### src/rtl/regex_imem_arbiter_pkg.sv
// Shared types for the instruction-memory arbiter: the return tag carried alongside each read.
package regex_imem_arbiter_pkg;

  localparam int MAX_MEM_LATENCY = 4;
  localparam int MAX_N_CPU       = 16;

  // Sized for the largest CPU array so one tag type serves every configuration.
  localparam int TAG_ID_W = $clog2(MAX_N_CPU);

  typedef struct packed {
    logic                valid;
    logic [TAG_ID_W-1:0] id;
  } imem_tag_t;

  localparam imem_tag_t EMPTY_TAG = '{valid: 1'b0, id: '0};

endpackage

### src/rtl/regex_imem_arbiter_rr_picker.sv
// Round-robin picker: rotate requests so rr_ptr sits at bit 0, take the lowest set bit, rotate back.
module regex_rr_picker #(
  parameter int N     = 4,
  parameter int PTR_W = 2
) (
  input  logic [N-1:0]     req,
  input  logic [PTR_W-1:0] ptr,
  output logic             found,
  output logic [PTR_W-1:0] winner,
  output logic [N-1:0]     grant
);

  logic [2*N-1:0]   doubled;
  logic [N-1:0]     rotated;
  logic [PTR_W-1:0] offset;

  assign doubled = {req, req};
  assign rotated = doubled[int'(ptr) +: N];

  always_comb begin
    found  = 1'b0;
    offset = '0;
    for (int k = N - 1; k >= 0; k--) begin
      if (rotated[k]) begin
        found  = 1'b1;
        offset = PTR_W'(k);
      end
    end
  end

  always_comb begin
    int sum;
    sum = int'(ptr) + int'(offset);
    if (sum >= N) begin
      sum = sum - N;
    end
    winner = PTR_W'(sum);
  end

  assign grant = found ? (N'(1) << winner) : '0;

endmodule

### src/rtl/regex_imem_arbiter.sv
// Round-robin sharing of one synchronous-read instruction RAM among N_CPU regex CPUs,
// one grant per cycle, with a tag pipeline matching the RAM latency to route returns.
module regex_imem_arbiter
  import regex_imem_arbiter_pkg::*;
#(
  parameter int N_CPU             = 4,
  parameter int MEMORY_WIDTH      = 20,
  parameter int MEMORY_ADDR_WIDTH = 11,
  parameter int MEM_LATENCY       = 1
) (
  input  logic                                 clk,
  input  logic                                 rst,
  input  logic [N_CPU-1:0]                     cpu_memory_valid,
  input  logic [N_CPU*MEMORY_ADDR_WIDTH-1:0]   cpu_memory_addr,
  output logic [N_CPU-1:0]                     cpu_memory_ready,
  output logic [MEMORY_WIDTH-1:0]              cpu_memory_data,
  output logic                                 ram_rd_en,
  output logic [MEMORY_ADDR_WIDTH-1:0]         ram_rd_addr,
  input  logic [MEMORY_WIDTH-1:0]              ram_rd_data,
  output logic                                 busy
);

  localparam int PTR_W = $clog2(N_CPU);

  if (N_CPU < 2 || N_CPU > MAX_N_CPU) begin : g_bad_n_cpu
    $error("N_CPU out of range");
  end
  if (MEM_LATENCY < 1 || MEM_LATENCY > MAX_MEM_LATENCY) begin : g_bad_latency
    $error("MEM_LATENCY out of range");
  end

  logic [PTR_W-1:0]             rr_ptr;
  logic [N_CPU-1:0]             inflight;
  logic                         post_rst;
  imem_tag_t                    tag_p [MEM_LATENCY];
  logic [MEMORY_ADDR_WIDTH-1:0] last_addr;

  logic [N_CPU-1:0]             eligible;
  logic                         found;
  logic [PTR_W-1:0]             winner;
  logic [N_CPU-1:0]             grant;
  logic                         issue;
  logic [N_CPU-1:0]             issue_mask;
  logic [MEMORY_ADDR_WIDTH-1:0] addr_sel;
  imem_tag_t                    new_tag;
  imem_tag_t                    ret_tag;
  logic [N_CPU-1:0]             ret_mask;
  logic [PTR_W-1:0]             next_ptr;

  // An in-flight CPU is masked out, so its valid is never re-sampled until the return retires.
  assign eligible = cpu_memory_valid & ~inflight;

  regex_rr_picker #(
    .N     (N_CPU),
    .PTR_W (PTR_W)
  ) u_picker (
    .req    (eligible),
    .ptr    (rr_ptr),
    .found  (found),
    .winner (winner),
    .grant  (grant)
  );

  // Issue is held off during reset and in the cycle that follows it.
  assign issue      = found & ~rst & ~post_rst;
  assign issue_mask = issue ? grant : '0;
  assign addr_sel   = cpu_memory_addr[int'(winner)*MEMORY_ADDR_WIDTH +: MEMORY_ADDR_WIDTH];
  assign next_ptr   = (int'(winner) == N_CPU - 1) ? '0 : winner + 1'b1;

  always_comb begin
    new_tag = EMPTY_TAG;
    if (issue) begin
      new_tag.valid = 1'b1;
      new_tag.id    = TAG_ID_W'(winner);
    end
  end

  assign ret_tag  = tag_p[MEM_LATENCY-1];
  assign ret_mask = (ret_tag.valid && !rst) ? (N_CPU'(1) << ret_tag.id) : '0;

  // Stage p0: grant, tag entry and in-flight bookkeeping
  always_ff @(posedge clk) begin
    if (rst) begin
      rr_ptr   <= '0;
      inflight <= '0;
      post_rst <= 1'b1;
      for (int k = 0; k < MEM_LATENCY; k++) begin
        tag_p[k] <= EMPTY_TAG;
      end
    end else begin
      post_rst <= 1'b0;
      inflight <= (inflight | issue_mask) & ~ret_mask;
      if (issue) begin
        rr_ptr <= next_ptr;
      end
      tag_p[0] <= new_tag;
      for (int k = 1; k < MEM_LATENCY; k++) begin
        tag_p[k] <= tag_p[k-1];
      end
    end
  end

  always_ff @(posedge clk) begin
    if (issue) begin
      last_addr <= addr_sel;
    end
  end

  assign ram_rd_en   = issue;
  assign ram_rd_addr = issue ? addr_sel : last_addr;

  // Stage pN (N = MEM_LATENCY): RAM word returns to the tagged CPU
  assign cpu_memory_ready = ret_mask;
  assign cpu_memory_data  = ram_rd_data;
  assign busy             = (|inflight) & ~rst;

  ready_onehot_a : assert property (@(posedge clk) disable iff (rst) $onehot0(cpu_memory_ready));

endmodule

### config.mk
export PLATFORM = sky130hd
export DESIGN_NAME = regex_imem_arbiter
export DESIGN_NICKNAME = d
export VERILOG_FILES = /design/src/rtl/regex_imem_arbiter_pkg.sv /design/src/rtl/regex_imem_arbiter_rr_picker.sv /design/src/rtl/regex_imem_arbiter.sv
export SDC_FILE = /design/constraint.sdc
export NUM_CORES = 1
export LEC_CHECK = 0
export ABC_AREA = 1
export BUFFER_PORTS_ARGS = -buffer_cell sky130_fd_sc_hd__buf_2
export CORE_UTILIZATION = 40
export CTS_CLUSTER_DIAMETER = 80
export DETAILED_ROUTE_END_ITERATION = 6
export PLACE_DENSITY = 0.76
export SLEW_MARGIN = 20
export SYNTH_ARGS = -nofsm -noshare
export SYNTH_HDL_FRONTEND = slang
export SYNTH_SLANG_ARGS = --single-unit
### constraint.sdc
create_clock -name clk -period 4.1 [get_ports clk]
set_input_delay 0.205 -clock clk [delete_from_list [all_inputs] [get_ports clk]]
set_output_delay 0.205 -clock clk [all_outputs]
set_load 0.1 [all_outputs]
==> results.txt <==
status -> finished, final reports clean
Die H -> 66.5 um
wl on met1 -> 1800 um
Max Slew Vio Count -> 0
crit path cell chain -> inv_2, nand3_1, nand3_1, nand2_1, nand3_1, a21boi_0, ha_1, buf_4, inv_1, nand2_1, nand2_1, nand3_1, nand2_1, nand2_1, nand2_1, buf_2
top-count cell post-synth -> nand2_1
CTS tree -> yes
final core utilization -> 0.470
Seq/Total Area, Yosys -> 0.253
Storage cell area -> 420 um^2
Die ar. -> 0.00442 mm^2
routability cong. -> 0.822
top area cells in the synthesized netlist -> nand2_1 (27%), dfxtp_1 (25%), buf_4 (9.5%)
Area Overhead vs Synth -> 13.0%
async set-reset flop share out of synthesis -> 0
CP Max Fanout -> 26
Startpoint Class -> flop
Final Cell Area -> 0.00188 mm^2
vias in the first global route -> 1511
Initial Utilization -> 0.415
Filler Cells Inserted -> 426
Multi-input gate area -> 952 um^2
Crit path max-delay family -> buffers and inverters
crit path capture type -> primary output
Core ar. -> 0.00400 mm^2
Final Setup Violations -> 0
root buffer cell -> clkbuf_8
Post-Syn Instances -> 258
drt pass-1 iters -> 4
syn_area_per_cell -> 6.44 um^2
via density per instance -> 4.85
Ports -> 107
CP required -> 3890 ps
metal2 WL -> 2150 um
Slowest cell on crit path -> inv_1
deepest level of the CTS H-tree -> 1
crit-path most repeated cell -> nand2_1
post-CTS setup buffer count -> 0
global-route wire length before repair -> 6900 um
Slew @ Worst Pin -> 672 ps
Resize count post-CTS -> 0
Max Used Layer -> met4
setup_tns -> 0 ps
Post-DRT Antenna Nets -> 0
synthesized cell area -> 0.00166 mm^2
clk_skew -> 6.15 ps
vias after detailed routing -> 1692
initial antenna violation count -> 0
Max Cap Viol -> 0
wire per inst -> 12.2 um
diode count -> 0
pwr dens -> 766 mW/mm^2
Synth cell types -> 30
CTS max path bufs -> 2
WS Path Type -> reg2out
Leakage -> 1.07 nW
grt total ovfl -> 0
buffer and inverter count on the worst path -> 4
WL met3 -> 253 um
port buffer count -> 66
layout cells sized above 1 -> 0.344
arrival time of the worst setup path -> 3340 ps
CTS buffer count -> 3
Rel. slew slack -> 0.552
Yosys reg bits -> 21
Primary FF master, synth -> dfxtp_1
DP HPWL -> 3200 um
Routed Wire Length -> 4250 um
clk slew on worst S/H paths -> 90 ps
Post-synth EDFFs -> 0
Yosys warning count -> 0
Skew-Pair Late Insertion Delay -> 270 ps
top cells by count, synth -> nand2_1 (120), nand3_1 (28), buf_4 (21), dfxtp_1 (21), nand2_2 (10)
post-synth net total -> 330
placed cell areas -> 0.00183 mm^2
GR Util All Layers -> 0.207
Crit path largest cell delay -> 530 ps
Final period util -> 0.864
clock sink total -> 21
FMAX -> 0.282 GHz
row cnt -> 23
final hold violations -> 0
Final nets -> 372
Hold Path Class -> in2reg
RSZ-0062 raised after global routing -> no
shortest period the worst path allows -> 3540 ps
die width -> 66.5 um
area share of the largest cell type after synthesis -> 0.271
Iter 0 DRT Violations -> 75
cell taking the most area after synthesis -> nand2_1
cts hold-fix bufs -> 0
pin count of the biggest net entering global routing -> 27
DR DRC count -> 0
peak supply drop -> 0.419 mV
[through the flow]
stage | setup WS [ps] | power, W | hold slack [ps] | instances
2_1_floorplan | 1130 | 0.00127 | 233 | 258
3_3_place_gp | 934 | 0.00129 | 392 | 345
3_5_place_dp | 870 | 0.00130 | 386 | 345
4_1_cts | 557 | 0.00145 | 96.4 | 349
5_1_grt | 160 | 0.00154 | 96.2 | 349
6_report | 558 | 0.00144 | 102 | 349
[power breakdown]
part / switching (W) / internal [W] / leakage [nW] / total (W)
Combinational: 0.000786 / 0.000212 / 0.868 / 0.000998
Sequential: 0.0000228 / 0.000271 / 0.174 / 0.000294
Clock: 0.0000795 / 0.0000681 / 0.0255 / 0.000148
[sequential cells by signal, summed over array words and instances (netlist names)]
register and count:
inflight 4, last_addr 11, post_rst 1, rr_ptr 2
tag_p 3
[logic make-up after synthesis]
group	share of synthesized area
simple gates	0.516
buf+inv	0.174
flops	0.253
compound gates	0.0324
fa+ha+maj	0.0151
xor+xnor	0.00979
[worst paths after layout]
kind	from	end	slack (ps)	depth (start not counted)
min reg2reg	last_addr[4]	last_addr[4]	450	2
max reg2reg	rr_ptr[0]	last_addr[2]	1410	15
min	rst	post_rst	100	1
max	rr_ptr[0]	ram_rd_addr[2]	560	16
[worst register-to-register path, stage by stage (launching register included)]
cell and delay [ps]:
dfxtp_1 470, inv_2 80, nand3_1 90, nand3_1 70, nand2_1 130, nand3_1 80, a21boi_0 180, ha_1 260
buf_4 220, inv_1 530, nand2_1 100, nand2_1 100, nand3_1 110, nand2_1 100, nand2_1 50, nand2_1 70
[per-layer routing]
metal	track usage	vias up
met5	0	-
met4	0.0532	0
met3	0.0411	10
met2	0.361	60
met1	0.257	754
li1	-	868
[layout make-up]
cell class,count,share of cell area
timing repair buffer,67,0.180
multi-input combinational,194,0.507
clock inverter,1,0.00266
clock buffer,3,0.0220
sequential,21,0.224
inverter,13,0.0313
tap,50,0.0333
[placed cells by master, fill, tap and decap left out, drive strengths merged]
cell type,n
clkinv,1
nand3,30
inv,13
o21ai,1
a41oi,1
ha,2
or2,4
nand2,135
nor3,5
xor2,1
nand4,2
a21oi,5
dfxtp,21
nor2,7
clkbuf,3
buf,67
a21boi,1
(Power assumes the default switching activity.)
